<file path="src/rtl/axis_reg_pcie_txs.sv">
// ---------------------------------------------------------------------------
// axis_reg_pcie_txs
//
// Multi-stage AXI-Stream pipeline register for the PCIe TX streaming path.
// It sits between the AFU/mux TX master and the PCIe IP TX sink and breaks
// timing on tdata/tuser/tlast/tvalid and tready. Each stage holds its own
// buffer. The module also reports how many beats all stages hold in total.
//
// Parameters
//   NUM_PIPELINES   number of cascaded stages (>= 1).
//   MODE            0: skid buffer (registered tready, up to 2 beats/stage)
//                   1: simple buffer (combinational tready, 1 beat/stage)
//                   2: bypass (wires only, no state)
//   TREADY_RST_VAL  MODE 0 only: s_if_tready value while s_if_rst is high.
//   TDATA_W/TUSER_W flattened widths of the t_axis_pcie_txs tdata/tuser.
//
// Ports
//   s_if_clk, s_if_rst    clock and synchronous active-high reset.
//   s_if_t*               sink side beat from the upstream TX master.
//   s_if_tready           ready to the upstream TX master.
//   m_if_clk, m_if_rst    forwarded copies of s_if_clk / s_if_rst.
//   m_if_t*               source side beat to the PCIe TX sink.
//   m_if_tready           ready from the PCIe TX sink.
//   occupancy             beats currently held in all stages (0 in bypass).
// ---------------------------------------------------------------------------
module axis_reg_pcie_txs #(
    parameter int NUM_PIPELINES  = 1,
    parameter int MODE           = 0,
    parameter bit TREADY_RST_VAL = 1'b0,
    parameter int TDATA_W        = 512,
    parameter int TUSER_W        = 20,
    parameter int OCC_W          = $clog2(2 * ((NUM_PIPELINES < 1) ? 1 : NUM_PIPELINES) + 1)
) (
    input  logic               s_if_clk,
    input  logic               s_if_rst,
    input  logic               s_if_tvalid,
    input  logic               s_if_tlast,
    input  logic [TDATA_W-1:0] s_if_tdata,
    input  logic [TUSER_W-1:0] s_if_tuser,
    output logic               s_if_tready,
    output logic               m_if_clk,
    output logic               m_if_rst,
    output logic               m_if_tvalid,
    output logic               m_if_tlast,
    output logic [TDATA_W-1:0] m_if_tdata,
    output logic [TUSER_W-1:0] m_if_tuser,
    input  logic               m_if_tready,
    output logic [OCC_W-1:0]   occupancy
);

    localparam int NP     = (NUM_PIPELINES < 1) ? 1 : NUM_PIPELINES;
    localparam int BEAT_W = 1 + TUSER_W + TDATA_W;

    assign m_if_clk = s_if_clk;
    assign m_if_rst = s_if_rst;

    if (NUM_PIPELINES < 1) begin : g_bad_param
        $error("axis_reg_pcie_txs: NUM_PIPELINES must be >= 1");
    end

    if (MODE == 2) begin : g_bypass
        assign m_if_tvalid = s_if_tvalid;
        assign m_if_tlast  = s_if_tlast;
        assign m_if_tdata  = s_if_tdata;
        assign m_if_tuser  = s_if_tuser;
        assign s_if_tready = m_if_tready;
        assign occupancy   = '0;
    end else begin : g_pipe
        // Link k is the sink of stage k; link NP is the module source port.
        logic [NP:0]             w_valid;
        logic [NP:0]             w_ready;
        logic [NP:0][BEAT_W-1:0] w_beat;
        logic                    w_push;
        logic                    w_pop;
        logic [OCC_W-1:0]        r_occ;

        assign w_valid[0]  = s_if_tvalid;
        assign w_beat[0]   = {s_if_tlast, s_if_tuser, s_if_tdata};
        assign s_if_tready = w_ready[0];

        assign m_if_tvalid = w_valid[NP];
        assign {m_if_tlast, m_if_tuser, m_if_tdata} = w_beat[NP];
        assign w_ready[NP] = m_if_tready;

        for (genvar k = 0; k < NP; k++) begin : g_stage
            if (MODE == 0) begin : g_skid
                logic              r_main_valid;
                logic              r_skid_valid;
                logic              r_ready;
                logic [BEAT_W-1:0] r_main_beat;
                logic [BEAT_W-1:0] r_skid_beat;
                logic              w_main_valid_nxt;
                logic              w_skid_valid_nxt;
                logic              w_load_main_in;
                logic              w_load_main_skid;
                logic              w_load_skid_in;

                // r_ready is only ever high while the skid slot is empty.
                always_comb begin
                    // NOTE: every always_comb output gets a default first so no latch is inferred.
                    w_main_valid_nxt = r_main_valid;
                    w_skid_valid_nxt = r_skid_valid;
                    w_load_main_in   = 1'b0;
                    w_load_main_skid = 1'b0;
                    w_load_skid_in   = 1'b0;
                    if (r_ready) begin
                        if (w_ready[k+1] || !r_main_valid) begin
                            // Main is free or popping this cycle: no bubble.
                            w_main_valid_nxt = w_valid[k];
                            w_load_main_in   = w_valid[k];
                        end else begin
                            // Main is stuck: catch the beat in the skid slot.
                            w_skid_valid_nxt = w_valid[k];
                            w_load_skid_in   = w_valid[k];
                        end
                    end else if (w_ready[k+1]) begin
                        w_main_valid_nxt = 1'b1;
                        w_skid_valid_nxt = 1'b0;
                        w_load_main_skid = 1'b1;
                    end
                end

                always_ff @(posedge s_if_clk) begin
                    // NOTE: sequential state uses non-blocking assignments only.
                    if (s_if_rst) begin
                        r_main_valid <= 1'b0;
                        r_skid_valid <= 1'b0;
                        r_ready      <= 1'b1;
                    end else begin
                        r_main_valid <= w_main_valid_nxt;
                        r_skid_valid <= w_skid_valid_nxt;
                        r_ready      <= ~w_skid_valid_nxt;
                    end
                end

                // NOTE: payload registers carry no reset; the valid flags alone qualify them.
                always_ff @(posedge s_if_clk) begin
                    if (w_load_main_in) begin
                        r_main_beat <= w_beat[k];
                    end else if (w_load_main_skid) begin
                        r_main_beat <= r_skid_beat;
                    end
                    if (w_load_skid_in) begin
                        r_skid_beat <= w_beat[k];
                    end
                end

                // While in reset the upstream sees the configured value.
                assign w_ready[k]   = s_if_rst ? TREADY_RST_VAL : r_ready;
                assign w_valid[k+1] = r_main_valid;
                assign w_beat[k+1]  = r_main_beat;
            end else begin : g_simple
                logic              r_main_valid;
                logic [BEAT_W-1:0] r_main_beat;

                assign w_ready[k] = ~r_main_valid | w_ready[k+1];

                always_ff @(posedge s_if_clk) begin
                    if (s_if_rst) begin
                        r_main_valid <= 1'b0;
                    end else if (w_ready[k]) begin
                        r_main_valid <= w_valid[k];
                    end
                end

                always_ff @(posedge s_if_clk) begin
                    if (w_ready[k] && w_valid[k]) begin
                        r_main_beat <= w_beat[k];
                    end
                end

                assign w_valid[k+1] = r_main_valid;
                assign w_beat[k+1]  = r_main_beat;
            end
        end

        assign w_push = s_if_tvalid & w_ready[0];
        assign w_pop  = w_valid[NP] & m_if_tready;

        always_ff @(posedge s_if_clk) begin
            if (s_if_rst) begin
                r_occ <= '0;
            end else if (w_push && !w_pop) begin
                r_occ <= r_occ + OCC_W'(1);
            end else if (w_pop && !w_push) begin
                r_occ <= r_occ - OCC_W'(1);
            end
        end

        assign occupancy = r_occ;
    end

endmodule

</file>
<file path="config.mk">
export PLATFORM = sky130hd
export DESIGN_NAME = axis_reg_pcie_txs
export DESIGN_NICKNAME = d
export VERILOG_FILES = /design/src/rtl/axis_reg_pcie_txs.sv
export SDC_FILE = /design/constraint.sdc
export NUM_CORES = 1
export LEC_CHECK = 0
export CAP_MARGIN = 10
export CORE_AREA = 4 4 419 421
export DETAILED_ROUTE_END_ITERATION = 10
export DIE_AREA = 0 0 423 425
export HOLD_SLACK_MARGIN = 0.1
export PLACE_DENSITY = 0.44
export REMOVE_ABC_BUFFERS = 1
export SYNTH_ARGS = -nofsm -noshare
export SYNTH_HDL_FRONTEND = slang
export SYNTH_SLANG_ARGS = --single-unit
</file>
<file path="constraint.sdc">
create_clock -name s_if_clk -period 32.4 [get_ports s_if_clk]
set_input_delay 3.24 -clock s_if_clk [delete_from_list [all_inputs] [get_ports s_if_clk]]
set_output_delay 3.24 -clock s_if_clk [all_outputs]
set_load 0.005 [all_outputs]
</file>
==> impl_metrics.tcl <==
set metrics [dict create \
    status "complete, no violations" \
    layout_common_cells "clkdlybuf4s50_1 (1075), edfxtp_1 (1066), mux2_4 (370), mux2_2 (163), clkbuf_16 (125)" \
    start_kind "clock port" \
    cp.depth 3 \
    synthCells 1692 \
    die_width_um 423 \
    seq_area_sq_um 32100 \
    vias 20700 \
    grt_pass1_wl_um 178000 \
    critPathTopFamily "buffers and inverters" \
    synthToLayoutAreaGrowth_pct 42.9 \
    yosys_warnings 0 \
    final_max_slew_viol_count 0 \
    cts-hold-fix-buffers 0 \
    wl_per_cell_um 24.8 \
    path_class "clock port to output pin" \
    worstMarginPinSlew_ns 1.13 \
    first_global_vias 22400 \
    drive_above_1_share_pct 24.8 \
    synth.area.top_cells "edfxtp_1 (80%), mux2_4 (14%), mux2_2 (4.6%)" \
    cpMaxStageDelayCell "clkdlybuf4s50_1" \
    p_total_w 0.00341 \
    antenna_found_initial 42 \
    path_clk_slew_ns 0.06 \
    slew_headroom_pct 24.9 \
    sw_frac_of_total_pct 22.4 \
    setup_violations 0 \
    io_pins 1076 \
    seqPwrFrac_pct 48.4 \
    rsz0062_at_grt "false" \
    power.internal_w 0.00264 \
    cts_resized 0 \
    tritoncts "yes" \
    hold_end "occupancy[1]" \
    hold_start "occupancy[1]" \
    hpwl_um 96000 \
    die_area_sq_um 180000 \
    syn_area_sq_um 40200 \
    crit_path_frequent_cell "clkbuf_16" \
    hold_viol_final 0 \
    grt_max_degree 160 \
    yosys.area.top_type "edfxtp_1" \
    start_util_pct 23.5 \
    combinationalPowerShare_pct 11.5 \
    synth-seq-area-share_pct 79.8 \
    wl_um 131000 \
    cts_setup_buffers 0 \
    avgSynthCellArea_sq_um 23.8 \
    r2r-end "g_pipe.g_stage[0].g_skid.r_main_beat[14]" \
    p_switching_w 0.000762 \
    leakagePower_nw 20.2 \
    skew_ns 0.0194 \
    num_rows 152 \
    drtIter0Drc 1209 \
    fin_nets 3393 \
    worst_slack_ns 12.27 \
    worstSetupEndpointType "output pin" \
    clock_latency_ns 0.86 \
    setup.reg_to_reg.worst_slack_ns 25.78 \
    reg2reg_depth 8 \
    ys_ff_latch 1071 \
    first_pass_iters 4 \
    ant_nets 0 \
    arrival_ns 16.89 \
    gr-total-overflow 0 \
    place_congestion 0.844 \
    crit_chain "clkbuf_16 -> clkbuf_16 -> clkdlybuf4s50_1" \
    crit_path_max_fanout 2 \
    synth_cell_types 24 \
    drc 0 \
    multi_input_area_sq_um 7570 \
    layout_commonest_cell "clkdlybuf4s50_1" \
    hold_class "register to register" \
    vias_per_cell 3.92 \
    worst-path-buf-inv 3 \
    power_density_nw_per_um2 59.2 \
    required_ns 29.16 \
    synth_flop_cell "edfxtp_1" \
    die_h_um 425 \
    coreArea_sq_um 171000 \
    yosysTopAreaCellShare_pct 79.5 \
    slowest_delay_ns 0.43 \
    fillers 16300 \
    drv_cap 0 \
    peakVddDrop_mv 0.0451 \
    track_usage_pct 14.0 \
    port_buffers 1075 \
    timing.rr.start "m_if_tvalid" \
    finalSetupTns_ns 0 \
    synth_edf_count 1066 \
    pwr-share-clk_pct 40.0 \
    ys_async_sr_fraction_pct 0 \
    dp_slack_ns 12.55 \
    hold_path_depth 2 \
]
power groups by stage:
| stage | combinational (W) | clock (W) | sequential (W) |
|---|---|---|---|
| 2_1_floorplan | 0.000239 | 0 | 0.00175 |
| 3_3_place_gp | 0.000395 | 0.00000260 | 0.00168 |
| 3_5_place_dp | 0.000401 | 0.00000260 | 0.00168 |
| 4_1_cts | 0.000403 | 0.00142 | 0.00165 |
| 5_1_grt | 0.000414 | 0.00148 | 0.00166 |
| 6_report | 0.000392 | 0.00136 | 0.00165 |
kinds of logic after synthesis:
logic type                 synth area share, %
DFF                                       79.8
muxes                                     18.4
buffers and inverters                     1.46
and+or+nand+nor                          0.183
AOI/OAI and AO/OA                        0.121
xor gates and xnor gates                0.0435
adders and majority gates               0.0311
cell type report:
type | instances | area share (%)
antenna | 22 | 0.0957
sequential | 1071 | 55.8
tap | 2310 | 5.03
timing repair buffer | 1098 | 19.1
clock buffer | 162 | 5.73
inverter | 2 | 0.0131
clock inverter | 66 | 1.09
multi-input combinational | 557 | 13.2
synthesized netlist by cell type (2+ instances only):
cell,instances
edfxtp_1,1066
mux2_4,370
mux2_2,163
buf_6,42
buf_2,18
dfxtp_1,5
a21oi_1,4
nor2_1,3
buf_4,2
inv_1,2
nand2_1,2
nand2b_1,2
xor2_1,2
tightest hold or removal path, cell delays in order, from the launching register on:
cell     delay [ns]
dfxtp_1        0.32
o21ai_0        0.08
a21oi_1        0.07
worst max path at each step:
| stage | start | endpoint | slack [ns] |
|---|---|---|---|
| after global placement | s_if_clk | m_if_clk | 12.55 |
| after floorplan | m_if_tready | g_pipe.g_stage[0].g_skid.r_main_beat[0] | 1.92 |
| after global routing | s_if_clk | m_if_clk | 12.26 |
| after CTS | s_if_clk | m_if_clk | 12.26 |
| final | s_if_clk | m_if_clk | 12.27 |
| after detailed placement | s_if_clk | m_if_clk | 12.55 |
through the flow:
stage | hold WS [ns] | instances | utilization [%] | instance area, sq um
after CTS | 0.523 | 5266 | 33.5 | 57500
final | 0.526 | 5288 | 33.6 | 57500
after floorplan | 0.468 | 1630 | - | 39700
after global routing | 0.531 | 5278 | 33.5 | 57500
after global placement | 0.471 | 5039 | 31.2 | 53500
after detailed placement | 0.503 | 5039 | 31.2 | 53500
state kept, by name, summed over array words and instances, names as in the netlist:
name	cells
occupancy	2
g_pipe.g_stage.g_skid.r_ready	1
g_pipe.g_stage.g_skid.r_skid_beat	533
g_pipe.g_stage.g_skid.r_main_beat	533
g_pipe.g_stage.g_skid.r_skid_valid	1
m_if_tvalid	1
routing by layer:
layer	share of wire, %	GRT usage, %	vias up
li1	-	-	9171
met3	6.9	4.70	226
met5	0.12	0	-
met4	4.3	6.86	24
met2	52	24.5	699
met1	37	15.0	10600
(Power assumes the default switching activity.)
